### config.mk
export PLATFORM = sky130hd
export DESIGN_NAME = sw_debounce
export DESIGN_NICKNAME = d
export VERILOG_FILES = /design/src/rtl/sw_debounce.sv
export SDC_FILE = /design/constraint.sdc
export NUM_CORES = 1
export LEC_CHECK = 0
export ABC_AREA = 1
export CORE_ASPECT_RATIO = 1.25
export CORE_UTILIZATION = 50
export CTS_CLUSTER_SIZE = 25
export DETAILED_ROUTE_END_ITERATION = 6
export PLACE_DENSITY = 0.79
export SYNTH_ARGS = -nofsm -noshare
export SYNTH_HDL_FRONTEND = slang
export SYNTH_SLANG_ARGS = --single-unit
### constraint.sdc
create_clock -name clk -period 8.85 [get_ports clk]
set_clock_uncertainty 0.2 [all_clocks]
set_input_delay 1.77 -clock clk [delete_from_list [all_inputs] [get_ports clk]]
set_output_delay 1.77 -clock clk [all_outputs]
set_load 0.02 [all_outputs]
### src/rtl/sw_debounce.sv
// sw_debounce: synchronise, debounce and edge-detect a raw switch bus with a sticky change flag.
module sw_debounce #(
  parameter int WIDTH        = 16,
  parameter int DIV          = 50000,
  parameter int STABLE_TICKS = 10
) (
  input  logic             clk,
  input  logic             reset,
  input  logic [WIDTH-1:0] i_sw,
  input  logic             i_clear,
  output logic [WIDTH-1:0] o_sw,
  output logic [WIDTH-1:0] o_rise,
  output logic [WIDTH-1:0] o_fall,
  output logic             o_changed,
  output logic             o_tick
);
  localparam int PW = $clog2(DIV);
  localparam int CW = $clog2(STABLE_TICKS + 1);
  localparam logic [PW-1:0] PRE_MAX = PW'(DIV - 1);
  localparam logic [CW-1:0] CNT_MAX = CW'(STABLE_TICKS - 1);
  logic [WIDTH-1:0] s1_q, s2_q, sw_q, sw_d, rise_q, rise_d, fall_q, fall_d, acc;
  logic [PW-1:0]    pre_q, pre_d;
  logic [CW-1:0]    cnt_q [WIDTH];
  logic [CW-1:0]    cnt_d [WIDTH];
  logic             changed_q, changed_d, tick;
  assign tick = pre_q == PRE_MAX;
  always_comb begin
    pre_d = tick ? '0 : pre_q + 1'b1;
    acc   = '0;
    for (int i = 0; i < WIDTH; i++) begin
      acc[i]   = (s2_q[i] != sw_q[i]) && tick && (cnt_q[i] == CNT_MAX);
      // any cycle back at the accepted level restarts the count
      cnt_d[i] = (s2_q[i] == sw_q[i] || acc[i]) ? '0 : tick ? cnt_q[i] + 1'b1 : cnt_q[i];
    end
    sw_d      = sw_q ^ acc;
    rise_d    = acc & s2_q;
    fall_d    = acc & ~s2_q;
    changed_d = (|acc) | (changed_q & ~i_clear);
  end
  always_ff @(posedge clk or posedge reset) begin
    if (reset) begin
      s1_q      <= '0;
      s2_q      <= '0;
      sw_q      <= '0;
      rise_q    <= '0;
      fall_q    <= '0;
      pre_q     <= '0;
      changed_q <= 1'b0;
      cnt_q     <= '{default: '0};
    end else begin
      s1_q      <= i_sw;
      s2_q      <= s1_q;
      sw_q      <= sw_d;
      rise_q    <= rise_d;
      fall_q    <= fall_d;
      pre_q     <= pre_d;
      changed_q <= changed_d;
      cnt_q     <= cnt_d;
    end
  end
  assign o_sw      = sw_q;
  assign o_rise    = rise_q;
  assign o_fall    = fall_q;
  assign o_changed = changed_q;
  assign o_tick    = tick;
endmodule

; Word level (Yosys, flattened, before mapping)
; Index checks and enable logic that the tools add are counted.
[totals]
latch_bits = 0
romBits = 0
memories = 0
mem_bits_rw = 0
reg_bits = 161
[classes]
addsub = 17
reduce_logical = 65
shift = 0
multipliers = 0
bitwise_logic = 7
n_div = 0
n_lt_le_gt_ge = 0
n_mux = 33
n_eq_ne = 49
[op_table]
columns = operator, count
row1 = 4-bit two-way mux, 32
row2 = "4-bit by 1-bit adder with 4-bit output, second input constant", 16
row3 = "4-bit equality test, second input constant", 16
row4 = 16-bit AND, 2
row5 = 1-bit logical AND, 32
row6 = 2-bit nonzero test, 16
row7 = "16-bit by 1-bit adder with 16-bit output, second input constant", 1
row8 = 1-bit equality test, 16
row9 = "16-bit equality test, second input constant", 1
row10 = 1-bit logical OR, 16
row11 = 16-bit two-way mux, 1
row12 = 1-bit != test, 16
row13 = 16-bit inverter, 1
row14 = 16-bit OR reduction, 1
row15 = 16-bit bitwise XOR, 1
row16 = 1-bit AND, 1
row17 = 1-bit inverter, 1
row18 = 1-bit OR, 1

; Logic depth before layout (Yosys ltp)
[depth]
ltp_word = 5
mapped_depth = 10
mapped_depth_nobuf = 10

; Worst setup path before layout
; No wires, ideal clock.
[synth_path]
path_kind = register to output
start = register pre_q[0]
end = output o_tick
arrival_ns = 1.301
t_required_ns = 6.880
path_slack_ns = 5.579
path_stages_with_launch = 8
path_cell_list = dfrtp_1 -> ha_1 -> nand3_1 -> inv_1 -> nand3_1 -> nor2_4 -> buf_6 -> buf_6
[synth_between]
elab_chain_len = 1
[synth_lines]
columns = item, line_no
row1 = start: declaration, 22  ; logic [PW-1:0] pre_q, pre_d;
row2 = start signal: assignment, 56  ; pre_q <= pre_d;
row3 = 16-bit equality test, 26  ; assign tick = pre_q == PRE_MAX;
row4 = end: declaration, 15  ; output logic o_tick
; Every way passes these cells.

; Worst setup path in the final report
; Ends and elaborated chain as after synthesis.

==> flow_summary.ini <==
[outcome]
run_status = complete, no violations

[global_routing]
grt-ovfl-total = 0
track_usage_pct = 19.4
antenna_found_initial = 0
grt_max_degree = 84
grt_pass1_vias = 5099
grt_pass1_wl_um = 22300

[worst_setup_path]
rrSetupSlack_ns = 6.41
setup.worst_path.end_class = output port
ff2ff_path_depth = 7
slowest_stage = clkdlybuf4s50_1
crit_top_cell = nand3_1
crit_path_cell_trace = ha_1, nand3_1, inv_1, nand3_1, nor2_4, clkdlybuf4s50_1
required_ns = 6.88
crit_type = flip-flop to output port
crit_family = buffers and inverters
crit_buf_inv = 2
start_kind = flip-flop
r2r-start = pre_q[0]
r2r-end = cnt_q[19]
cp_slowest_stage_delay_ns = 0.62
crit_start = pre_q[0]
crit_arrival_ns = 2.12
crit_path_max_fanout = 3

[logic_synthesis]
syn_area_um2 = 7310
synth-edff-count = 0
synth_adder_area_share_pct = 5.65
synth_cells = 792
synth_compound_area_share_pct = 3.83
yosys.area_share.xor_xnor_pct = 6.47
syn_nets = 844
muxShareOfSynthArea_pct = 0
synth_cell_type_count = 28
synth_top_family_by_area = simple AND/OR/NAND/NOR gates
syn_area_per_cell_um2 = 9.23
synth_warnings = 0
synthArstFlopShare_pct = 100
synthSimpleGateAreaFrac_pct = 21.8
synthFlopType = dfrtp_1
seq_area_frac_synth_pct = 55.1
synth_seq_cells = 161

[cts]
root_buffer = clkbuf_16
cts_tree = done
clkSinkCount = 161
h-tree-depth = 4
postCtsHoldBufs = 0
cts_resized = 0
clock_latency_ns = 0.43
cts_setup_buffers = 0
clock_path_buffers = 2
clk_pin_slew_ns = 0.06
numCtsBuffers = 17

[route]
drtIter0Drc = 191
top_layer = met4
drt-met1-wl_um = 5680
wl_per_cell_um = 12.4
drc = 0
wl_met2_um = 6950
vias_per_cell = 4.91
wirelength_um = 13200
vias = 5214
met3_wirelength_um = 378
ant_nets = 0
firstDrtPassIters = 4

[worst_hold_path]
holdPathEnd = s2_q[14]
worstHoldPathType = flip-flop to flip-flop
min_path_cells = 0
min_from = s1_q[14]

[pwr]
peakVddDrop_v = 0.000112
power_density_nw_per_um2 = 167
leakagePower_nw = 4.30
power_mw = 1.46

[die]
rows = 49
die_h_um = 137
io_pins = 69
dieArea_um2 = 15100
die_width_um = 110
design.core.area_um2 = 14300
initial_core_util_pct = 51.0

[sta]
min_period_over_period_pct = 46.2
fmaxAchievable_mhz = 244
setup_viol = 0
slew_headroom_pct = 32.6
period_needed_ns = 4.09
finalMaxSlewViolations = 0
rsz0062_at_grt = false
setup-tns-final_ns = 0
hold_viol = 0
worst_slew_pin_slew_ns = 1.01

[layout]
mostFrequentLayoutCell = dfrtp_1
num_antenna_cells = 0
fin_nets = 923
layout_common_cells = dfrtp_1 (161), nor2_1 (131), nand2_1 (125)
fin_cells = 1062
syn_to_final_growth_pct = 19.1
drive_above_1_share_pct = 7.01

[place]
routabilityCongestion = 0.944
port_buffers = 68
dpl.hpwl_um = 8740
dp.cells = 1030

[run]
maxCapViolations = 0
==> layer usage <==
layer | global-route usage (%) | vias to the layer above
met1 | 22.4 | 2512
met3 | 4.87 | 16
li1 | - | 2612
met5 | 0 | -
met4 | 7.82 | 0
met2 | 34.0 | 74
==> synth_stat cells (2+ instances only) <==
| cell | n | share of area, % |
|---|---|---|
| nor2_2 | 2 | 0.17 |
| xor2_1 | 43 | 5.1 |
| nand3b_1 | 2 | 0.21 |
| nand2_2 | 12 | 1.0 |
| xnor2_1 | 11 | 1.3 |
| a21oi_1 | 2 | 0.14 |
| inv_2 | 2 | 0.10 |
| nand2_1 | 125 | 6.4 |
| nor3_1 | 25 | 1.7 |
| nand3_1 | 47 | 3.2 |
| o21ai_0 | 36 | 2.5 |
| nor2_4 | 3 | 0.46 |
| nor2_1 | 131 | 6.7 |
| ha_1 | 33 | 5.6 |
| dfrtp_1 | 161 | 55 |
| nor3b_2 | 7 | 1.2 |
| nor3b_1 | 4 | 0.41 |
| buf_2 | 5 | 0.34 |
| o21ai_1 | 12 | 0.82 |
| buf_6 | 4 | 0.62 |
| o31ai_1 | 3 | 0.31 |
| inv_1 | 116 | 6.0 |
==> worst max path at each step <==
stage | end | slack [ns] | cells after the start
6_report | o_tick | 4.76 | 6
2_1_floorplan | cnt_q[0] | 2.53 | 1
3_5_place_dp | o_fall[1] | 4.76 | 3
5_1_grt | o_tick | 4.59 | 6
3_3_place_gp | o_fall[1] | 4.78 | 3
4_1_cts | o_tick | 4.72 | 6
==> per-stage QoR <==
stage	hold WS, ns	instance area, µm²	worst slack (ns)	utilization [%]
final	0.147	8710	4.76	60.7
after global routing	0.156	8710	4.59	60.7
after CTS	0.149	8710	4.72	60.7
after detailed placement	0.136	8160	4.76	56.9
after global placement	0.131	8160	4.78	56.9
after floorplan	0.131	7310	2.53	-
==> area by class of cell <==
class / count / area, µm²
flip-flops and latches: 161 / 4030
clock inverters: 12 / 83.8
well taps: 178 / 223
repair buffers: 71 / 703
inverters: 118 / 448
fillers: 1181 / 5630
clock buffers: 20 / 467
multi-input cells: 502 / 2760
==> report_power, final <==
part           internal (mW)  leakage, nW  switching [mW]
combinational         0.0114         1.87          0.0254
clock                  0.380        0.272           0.291
sequential             0.744         2.16         0.00422
==> worst register-to-register path: cells and delay by family, from the launching register on <==
family / cells / cell delay [ns]
AO/OA/AOI/OAI: 1 / 0.19
adder cells (fa/ha/maj): 1 / 0.23
buffers and inverters: 1 / 0.52
flip-flops: 1 / 0.40
AND/OR/NAND/NOR: 4 / 0.80
==> sequential cells by signal (all words and copies together), names as in the netlist <==
register   cells
o_sw          16
o_rise        16
s1_q          16
o_fall        16
cnt_q         64
pre_q         16
s2_q          16
o_changed      1
==> cell families (layout without fill, tap and decap cells) <==
logic type,count (synthesis),count (layout)
XOR/XNOR,54,54
AND/OR/NAND/NOR,361,361
flip-flops,161,161
buffers and inverters,129,221
AO/OA/AOI/OAI,54,54
adder cells (fa/ha/maj),33,33
No activity file was read; power rests on OpenSTA's default activity.
==> patch 1: new RTL, same settings <==
Reset style: synchronous (`reset`), changed in one clocked block.
--- a/src/rtl/sw_debounce.sv
+++ b/src/rtl/sw_debounce.sv
@@ -38,5 +38,5 @@
     changed_d = (|acc) | (changed_q & ~i_clear);
   end
-  always_ff @(posedge clk or posedge reset) begin
+  always_ff @(posedge clk) begin
     if (reset) begin
       s1_q      <= '0;
Formal check against the unedited RTL: no difference found for any inputs over 10 cycles, from zero or initial values and one cycle with reset high; that may be too few to reach the edited logic, so the function may still have changed.
==> patch 1 against the original RTL <==
- sequential cell count unchanged
- synthesized area fell by 6.3%
- synthesized cell count is 9.7% higher
- final area decreased by 5.5%
- register-to-register slack got worse by 0.17 ns
- worst setup slack got worse by 0.73 ns
- routed wire length increased by 7.8%
- critical path depth unchanged
- power is 2.5% higher
==> patch 1: results (changes against the original RTL) <==
stage;metric;value;unit;change
power_and_ir_drop;leakagePower;3.009;nW;-30%
global_route;grt_util_met2;35.84;%;+1.8 points
final_layout;drive_gt1_share;6.224;%;-0.79 points
critical_path;crit_fanout;52;;+49
detailed_routing;met1Wirelength;6.256;mm;+10%
global_route;use_met3;4.335;%;-0.54 points
detailed_routing;drtPass1Iterations;5;;+1
critical_path;reg2reg_to;cnt_q[39];;
detailed_routing;wirelength;14.23;mm;+7.8%
placement;pre_cts_slack;4.477;ns;-0.2836 ns
critical_path;critPathMaxStageDelay;0.71;ns;+0.09 ns
detailed_routing;wl_met2;7.011;mm;+0.89%
synth;synthTopCellsByCount;161 x dfxtp_1, 132 x inv_1, 117 x nand2_1, 105 x nor2_1, 60 x a21oi_1;;
placement;placed_cell_area;0.007640;mm2;-6.4%
detailed_routing;wl_met3;487;um;+29%
synth;netlist_top_cells_area;dfxtp_1 47%, inv_1 7.2%, nand2_1 6.4%;;
synth;synthArstFlopShare;0;%;-100 points
synth;ys_seq_area_share;47.05;%;-8.0 points
global_route;use_met1;25.61;%;+3.2 points
synth;syn_inst;869;;+9.7%
timing;holdWs;0.1997;ns;+0.05274 ns
status;run_status;complete, no violations;;
hold_path;hold_path_depth;2;;+2
placement;dp_cells;1087;;+5.5%
global_route;grt_pass1_vias;5401;;+5.9%
timing;slew-limit-headroom;29.82;%;-2.8 points
final_layout;num-nets-final;987;;+6.9%
[patch 1: changes by cell type after synthesis, sizes merged, moves of 12 or more]
cell,unedited run,this run
nor3b,11,29
nand2,137,121
dfrtp,161,0
or2,0,34
clkbuf,1,13
dfxtp,0,161
a21oi,2,61
nor2,136,112
xor2,43,3
inv,118,135
nand4,1,23
o21ai,48,28
[patch 1: cell type report]
class	instances	area [um2]	area share [%]
timing repair buffer	71	698.2	8.483
clock buffer	20	456.7	5.549
sequential	161	3223	39.16
clock inverter	12	133.9	1.627
inverter	135	509.2	6.187
multi-input combinational	549	2995	36.39
tap	171	214.0	2.600
[patch 1: where the power goes]
part	switching (mW)	internal [mW]
registers	0.00468	0.733
clock network	0.291	0.431
logic	0.0193	0.0142
[patch 1: kinds of logic after synthesis]
group / share of synthesized area (%)
compound gates: 7.909
simple gates: 28.38
buf+inv: 9.224
fa+ha+maj: 6.027
flops: 47.05
xor+xnor: 1.407
==> patch 2: new RTL, same flow settings <==
Made on the original files. The parameter `WIDTH` goes from 16 to 32.
--- a/src/rtl/sw_debounce.sv
+++ b/src/rtl/sw_debounce.sv
@@ -1,5 +1,5 @@
 // sw_debounce: synchronise, debounce and edge-detect a raw switch bus with a sticky change flag.
 module sw_debounce #(
-  parameter int WIDTH        = 16,
+  parameter int WIDTH        = 32,
   parameter int DIV          = 50000,
   parameter int STABLE_TICKS = 10
Interface: changed (resized i_sw, o_fall, o_rise and o_sw); port bits go from 69 to 133. No check against the original RTL was run, so the function may have changed too.
==> patch 2 against the original RTL <==
- final area rose by 86%
- clock power rose by 98%
- routed wire length rose by 100%
- highest routed layer unchanged
- synthesized area rose by 85%
- maximum frequency fell by 31%
- sequential cell count rose by 144
- worst setup slack got worse by 1.8 ns
- power rose by 93%
- largest power group unchanged
==> patch 2: results (changes against the original RTL) <==
stage;metric;value;unit;change
final_layout;fillerInstances;2161;;+83%
final_layout;clock_buffers;41;;+110%
clocking;cts_max_level;1;;-3
placement;gp_congestion;0.8668;;-8.2%
detailed_routing;first_iter_violations;500;;+160%
clocking;clock_path_buffers;3;;+1
hold_path;holdPathEnd;s2_q[16];;
synth;netlist_top_cells_area;dfrtp_1 56%, nand2_1 6.3%, ha_1 6.0%;;
placement;placed_cell_area;0.01520;mm2;+86%
final_layout;drive_gt1_share;6.167;%;-0.85 points
final_layout;multi_input_area;0.004995;mm2;+81%
critical_path;timing.rr.start;pre_q[5];;
final_layout;seq_cell_count;305;;+89%
final_layout;inverters;205;;+74%
critical_path;crit_fanout;35;;+32
critical_path;crit_arrival;3.93;ns;+1.81 ns
placement;portBuffers;132;;+94%
status;run_status;complete, no violations;;
final_layout;num-nets-final;1666;;+80%
global_route;grt_pass1_wl;45.42;mm;+100%
critical_path;r2r_cells;9;;+2
synth;synthTopCellsByCount;305 x dfrtp_1, 229 x nand2_1, 202 x inv_1, 194 x nor2_1, 117 x nand3_1;;
detailed_routing;via_count;9718;;+86%
global_route;grt_usage;20.14;%;+0.78 points
final_layout;sh_seq_area;46.98;%;+0.74 points
hold_path;holdCritStartpoint;s1_q[16];;
global_route;grt_max_degree;178;;+110%
global_route;grt_pass1_vias;9926;;+95%
final_layout;largest_register_ffs;128;;+100%
power_and_ir_drop;power.density;173.3;mW/mm2;+3.7%
final_layout;n_all_buffers;136;;+92%
timing;slew-limit-headroom;29.80;%;-2.8 points
synth;synth.distinct_cells;30;;+7.1%
final_layout;signal_buffer_area_fraction;8.394;%;+0.32 points
final_layout;clkCellAreaFrac;6.469;%;+0.15 points
placement;hpwl;17.64;mm;+100%
clocking;cts_buffers;30;;+13
power_and_ir_drop;irDropWorstVdd;0.1406;mV;+26%
detailed_routing;drtPass1Iterations;5;;+1
synth;ys_seq_area_share;56.29;%;+1.2 points
power_and_ir_drop;leakagePower;7.800;nW;+81%
final_layout;multi_input_cells;888;;+77%
detailed_routing;wire_per_inst;13.95;um;+12%
synth;synth_nets;1525;;+81%
timing;setup_viol;0;;unchanged
critical_path;r2r_slack;5.14;ns;-1.27 ns
clocking;clk_latency;0.55;ns;+0.12 ns
==> patch 2: critical path: stages, from the launching register on <==
cell,delay (ns)
dfrtp_1,0.37
ha_1,0.17
nand2_1,0.05
inv_1,0.10
nand2_1,0.13
nor2_1,0.21
nand2_2,0.59
inv_2,0.95
clkdlybuf4s50_1,0.76
==> patch 2: cells by family after synthesis <==
family,count (synthesis),share of synthesized area (%)
and+or+nand+nor,657,22.38
DFF,305,56.29
buffers and inverters,232,6.903
AOI/OAI and AO/OA,105,4.485
adders and majority gates,65,5.999
xor gates and xnor gates,61,3.941
==> patch 2: per-layer routing <==
metal	up-vias	part of all wire, %	track usage [%]
li1	4785	-	-
met1	4685	41	24.68
met2	198	52	36.15
met3	50	4.4	3.088
met4	0	2.3	6.653
met5	-	0	0
==> patch 2: per-stage QoR <==
| stage | worst slack (ns) | std cells | util, % |
|---|---|---|---|
| 6_report | 2.952 | 1934 | 60.75 |
| 5_1_grt | 2.726 | 1934 | 60.75 |
| 4_1_cts | 2.952 | 1934 | 60.75 |
| 3_5_place_dp | 3.544 | 1879 | 56.82 |
| 3_3_place_gp | 3.615 | 1879 | 56.82 |
| 2_1_floorplan | 2.823 | 1425 | - |
==> patch 2: how the worst max path moves through the flow <==
stage | startpoint | slack (ns) | end | depth (start not counted)
after global placement | pre_q[0] | 3.62 | o_tick | 8
after CTS | pre_q[0] | 2.95 | o_tick | 8
final | pre_q[0] | 2.95 | o_tick | 8
after global routing | pre_q[0] | 2.73 | o_tick | 8
after detailed placement | pre_q[0] | 3.54 | o_tick | 8
after floorplan | reset | 2.82 | cnt_q[0] | 1
==> patch 2: report_power, final <==
group          internal [mW]  switching (mW)
clock                  0.792           0.533
combinational         0.0223          0.0512
sequential              1.41         0.00858
